===== src/rtl/cpu_trace_buffer.sv =====
// Instruction trace capture for the multicycle CPU: records one entry per decoded
// instruction into a small buffer, then lets a host drain it through a req/valid port.
module cpu_trace_buffer #(
   parameter int         DEPTH        = 16,
   parameter logic [6:0] DECODE_STATE = 7'd2,
   localparam int        AW           = $clog2(DEPTH)
) (
   input  logic          clock,
   input  logic          reset,
   input  logic [6:0]    estado,
   input  logic [31:0]   pc,
   input  logic [5:0]    opcode,
   input  logic [5:0]    funct,
   input  logic          overflow,
   input  logic          arm,
   input  logic          stop,
   input  logic          trig_en,
   input  logic [31:0]   trig_pc,
   input  logic          rd_req,
   output logic [63:0]   rd_data,
   output logic          rd_valid,
   output logic [AW:0]   count,
   output logic          busy,
   output logic          done
);

   typedef enum logic [1:0] {
      IDLE    = 2'd0,
      ARMED   = 2'd1,
      CAPTURE = 2'd2,
      DONE    = 2'd3
   } state_t;

   state_t        state_q, state_d;
   logic [AW:0]   count_q, count_d;
   logic [AW-1:0] wr_ptr_q, wr_ptr_d;
   logic [AW-1:0] rd_ptr_q, rd_ptr_d;
   logic [18:0]   stamp_q, stamp_d;
   logic          sticky_q, sticky_d;
   logic [6:0]    prev_estado_q;
   logic [63:0]   rd_data_q, rd_data_d;
   logic          rd_valid_q, rd_valid_d;
   logic [63:0]   mem_q [DEPTH];

   logic          evt;
   logic          trig_hit;
   logic          wr_en;
   logic [63:0]   wr_entry;

   // Edge on entry to decode, so a decode state that lasts several cycles is one event.
   assign evt = (estado == DECODE_STATE) && (prev_estado_q != DECODE_STATE);

   always_comb begin
      state_d    = state_q;
      count_d    = count_q;
      wr_ptr_d   = wr_ptr_q;
      rd_ptr_d   = rd_ptr_q;
      stamp_d    = stamp_q;
      sticky_d   = sticky_q;
      rd_data_d  = rd_data_q;
      rd_valid_d = 1'b0;
      wr_en      = 1'b0;
      trig_hit   = 1'b0;
      wr_entry   = {pc, opcode, funct, sticky_q | overflow, stamp_q};

      if (arm) begin
         state_d  = ARMED;
         count_d  = '0;
         wr_ptr_d = '0;
         rd_ptr_d = '0;
         stamp_d  = '0;
         sticky_d = 1'b0;
      end else begin
         case (state_q)
            IDLE: begin
            end
            ARMED, CAPTURE: begin
               if (stamp_q != 19'h7FFFF) begin
                  stamp_d = stamp_q + 19'd1;
               end
               trig_hit = (state_q == CAPTURE) || !trig_en || (pc == trig_pc);
               // Overflow seen in the writing cycle is already folded into the entry.
               if (evt && trig_hit) begin
                  wr_en    = 1'b1;
                  wr_ptr_d = wr_ptr_q + AW'(1);
                  count_d  = count_q + (AW+1)'(1);
                  sticky_d = 1'b0;
                  state_d  = (count_q == (AW+1)'(DEPTH - 1)) ? DONE : CAPTURE;
               end else if (overflow) begin
                  sticky_d = 1'b1;
               end
               if ((state_q == CAPTURE) && stop) begin
                  state_d = DONE;
               end
            end
            DONE: begin
               if (rd_req && (count_q != '0)) begin
                  rd_valid_d = 1'b1;
                  rd_data_d  = mem_q[rd_ptr_q];
                  rd_ptr_d   = rd_ptr_q + AW'(1);
                  count_d    = count_q - (AW+1)'(1);
               end
            end
            default: begin
               state_d = IDLE;
            end
         endcase
      end
   end

   always_ff @(posedge clock or negedge reset) begin
      if (!reset) begin
         state_q       <= IDLE;
         count_q       <= '0;
         wr_ptr_q      <= '0;
         rd_ptr_q      <= '0;
         stamp_q       <= '0;
         sticky_q      <= 1'b0;
         prev_estado_q <= '0;
         rd_data_q     <= '0;
         rd_valid_q    <= 1'b0;
      end else begin
         state_q       <= state_d;
         count_q       <= count_d;
         wr_ptr_q      <= wr_ptr_d;
         rd_ptr_q      <= rd_ptr_d;
         stamp_q       <= stamp_d;
         sticky_q      <= sticky_d;
         prev_estado_q <= estado;
         rd_data_q     <= rd_data_d;
         rd_valid_q    <= rd_valid_d;
      end
   end

   // Storage needs no reset: entries are only readable once count says they were written.
   always_ff @(posedge clock) begin
      if (wr_en) begin
         mem_q[wr_ptr_q] <= wr_entry;
      end
   end

   assign rd_data  = rd_data_q;
   assign rd_valid = rd_valid_q;
   assign count    = count_q;
   assign busy     = (state_q == ARMED) || (state_q == CAPTURE);
   assign done     = (state_q == DONE);

endmodule


===== config.mk =====
export PLATFORM = sky130hd
export DESIGN_NAME = cpu_trace_buffer
export DESIGN_NICKNAME = d
export VERILOG_FILES = /design/src/rtl/cpu_trace_buffer.sv
export SDC_FILE = /design/constraint.sdc
export NUM_CORES = 1
export LEC_CHECK = 0
export CORE_UTILIZATION = 55
export CTS_BUF_LIST = sky130_fd_sc_hd__clkbuf_8 sky130_fd_sc_hd__clkbuf_16
export CTS_CLUSTER_DIAMETER = 80
export CTS_CLUSTER_SIZE = 12
export DETAILED_ROUTE_END_ITERATION = 10
export GPL_TIMING_DRIVEN = 0
export PLACE_DENSITY = 0.79
export SLEW_MARGIN = 25
export SYNTH_ARGS = -nofsm -noshare
export SYNTH_HDL_FRONTEND = slang
export SYNTH_SLANG_ARGS = --single-unit
export TNS_END_PERCENT = 50

===== constraint.sdc =====
create_clock -name clock -period 6.8 [get_ports clock]
set_input_delay 1.7 -clock clock [delete_from_list [all_inputs] [get_ports clock]]
set_output_delay 1.7 -clock clock [all_outputs]
set_load 0.1 [all_outputs]

==> results.sh <==
export IMPL_outcome="finished, final reports clean"
export IMPL_cts_tree="done"
export IMPL_fin_nets=2730
export IMPL_grt_max_degree=76
export IMPL_cts_max_level=3
export IMPL_dieArea_um2=81200
export IMPL_cp_top_family="simple AND/OR/NAND/NOR gates"
export IMPL_power_density_nw_per_um2=254
export IMPL_setup_viol=0
export IMPL_place_gp_congestion=0.800
export IMPL_cts_sinks=1131
export IMPL_final_cell_mix="edfxtp_1, mux4_2, mux2i_1"
export IMPL_cts_buffers=104
export IMPL_dp_hpwl_um=71100
export IMPL_grt_pass1_vias=24450
export IMPL_fin_crit_sh=0.937
export IMPL_worstPathCellList="clkdlybuf4s50_1 -> xnor2_2 -> nand4_1 -> nor4_2 -> a21oi_2 -> or2_1 -> buf_6 -> nor3_2 -> buf_4 -> buf_4 -> buf_6 -> buf_4 -> buf_4"
export IMPL_layout_setup_ws_ps=426
export IMPL_place_area_um2=48200
export IMPL_dp_slack_ps=-503
export IMPL_syn_inst=2253
export IMPL_holdWs_ps=477
export IMPL_firstDrtPassIters=6
export IMPL_crit_slowest_cell="nor4_2"
export IMPL_fin_area_um2=51200
export IMPL_ctsRootBufferMaster="clkbuf_16"
export IMPL_tns_ps=0
export IMPL_drt_wl_total_um=106000
export IMPL_start_util=0.557
export IMPL_crit_required_ps=7180
export IMPL_fin_crit_ps=6370
export IMPL_critPathBufInv=7
export IMPL_synthToLayoutAreaGrowth_pct=16.3
export IMPL_io_pins=162
export IMPL_synth_ff_type="edfxtp_1"
export IMPL_netlist_area_um2=44000
export IMPL_rows=103
export IMPL_synth_edff_count=1024
export IMPL_multi_input_area_um2=10000
export IMPL_syn_nets=2355
export IMPL_final_common_cell="edfxtp_1"
export IMPL_synthArstFlopShare=0.0946
export IMPL_ir_worst_vdd_uv=184
export IMPL_drtAntennaViolNets=0
export IMPL_critPathMaxFanout=17
export IMPL_ff_latch_area_um2=33400
export IMPL_n_fill_cell=5095
export IMPL_drt_initial_drc_count=2848
export IMPL_fp_dieH_um=285
export IMPL_grt_first_pass_wirelength_um=157000
export IMPL_viasPerCell=6.28
export IMPL_hold_buffers=0
export IMPL_grt_setup_unrepaired="no"
export IMPL_hold_path_class="reg2reg"
export IMPL_clk_latency_ps=670
export IMPL_clock_fmax_ghz=0.157
export IMPL_cp_end_kind="flip-flop"
export IMPL_finClkSkew_ps=28.4
export IMPL_cts_buffer_depth=3
export IMPL_fp_coreArea_um2=79100
export IMPL_post_cts_buffers=0
export IMPL_synth_area_per_cell_um2=19.5
export IMPL_slew_limit_headroom=0.239
export IMPL_worstMarginPinSlew_ps=1140
export IMPL_post_cts_resized=0
export IMPL_ys_ff_latch=1131
export IMPL_vias=23673
export IMPL_drive_above_1_share=0.189
export IMPL_cp_start_kind="input port"
export IMPL_max_cap_violations=0
export IMPL_max_stage_delay_ps=860
export IMPL_clk_pin_slew_ps=60
export IMPL_ys_types=53
export IMPL_antenna_found_initial=2
export IMPL_wire_per_inst_um=28.2
export IMPL_hold_violations=0
export IMPL_leakage_nw=16.6
export IMPL_drcViolationCount=0
export IMPL_slew_violations=0
export IMPL_grtUsageTotal=0.264
export IMPL_critPathArrivalTime_ps=6750
export IMPL_die_x_um=285
export IMPL_grt_ovfl_total=0
export IMPL_criticalPathCategory="in2reg"
export IMPL_synth_warnings=0
export IMPL_port_buffers=161
export IMPL_crit_top_cell="buf_4"
export IMPL_synth_yosys_seq_area_share=0.759
==> logic make-up after synthesis <==
logic type | count (synthesis) | synth area share
AOI/OAI and AO/OA | 223 | 0.0323
xor gates and xnor gates | 53 | 0.0105
adders and majority gates | 12 | 0.00358
buffers and inverters | 136 | 0.0154
DFF | 1131 | 0.759
muxes | 390 | 0.144
and+or+nand+nor | 308 | 0.0355
==> per-layer routing <==
metal	GRT usage	vias to the layer above	wire, um
met2	0.438	1321	52900
met4	0.0913	0	3340
met5	0	-	0
li1	-	9819	-
met3	0.0414	210	9470
met1	0.360	12323	40600
==> worst min-delay path: cells and delay by family, from the launching register on <==
kind             cells  cell delay, ps
AND/OR/NAND/NOR      1              40
AO/OA/AOI/OAI        1              60
flip-flops           1             340
==> metrics by stage <==
step,std cells,total power [mW],utilization
floorplan,2253,7.75,-
global placement,3464,7.89,0.593
detailed placement,3572,7.91,0.609
CTS,3768,13.1,0.647
global route,3769,13.3,0.647
finish,3770,13.0,0.648
==> report_power, final <==
part / switching, mW / leakage [nW] / internal (mW)
Clock: 2.47 / 1.78 / 2.79
Combinational: 0.129 / 3.98 / 0.0668
Sequential: 0.0102 / 10.9 / 7.56
==> cell type report <==
cell class | count | area share
antenna | 2 | 0.0000977
sequential | 1131 | 0.652
tap | 1050 | 0.0256
inverter | 14 | 0.00103
multi-input combinational | 986 | 0.196
clock inverter | 91 | 0.00799
buffer | 122 | 0.0122
clock buffer | 105 | 0.0513
timing repair buffer | 269 | 0.0536
==> cell usage after synthesis, drive strengths merged (14+ instances only) <==
library cell	n	area (um2)
a21oi	14	73.8
buf	64	404
clkbuf	58	221
dfrtp	107	2680
edfxtp	1024	30700
mux2	15	169
mux2i	183	1830
mux4	192	4320
nand2	137	514
nor2	33	124
nor2b	65	407
nor3	20	146
o21ai	70	350
o22ai	64	400
o31ai	54	405
xnor2	45	394
==> state kept, by name (all words and copies together) (netlist names) <==
register / cells
mem_q: 1024
rd_data: 64
stamp_q: 19
prev_estado_q: 7
count: 5
rd_ptr_q: 4
wr_ptr_q: 4
state_q: 2
rd_valid: 1
sticky_q: 1
==> worst paths after layout <==
check	startpoint	end	slack (ps)	cells after the start
worst max-delay path	pc[22]	mem_q[11][34]$_DFFE_PP_	430	13
worst min-delay path	rd_data[27]$_DFFE_PN0P_	rd_data[27]$_DFFE_PN0P_	480	2
worst max register to register	rd_ptr_q[2]$_DFFE_PN0P_	rd_data[1]$_DFFE_PN0P_	3060	7
worst min register to register	rd_data[27]$_DFFE_PN0P_	rd_data[27]$_DFFE_PN0P_	480	2
max in group asynchronous	reset	rd_data[38]$_DFFE_PN0P_	5130	2
min in group asynchronous	reset	rd_data[9]$_DFFE_PN0P_	910	1
Note: power is estimated with default switching activity, not from simulation.
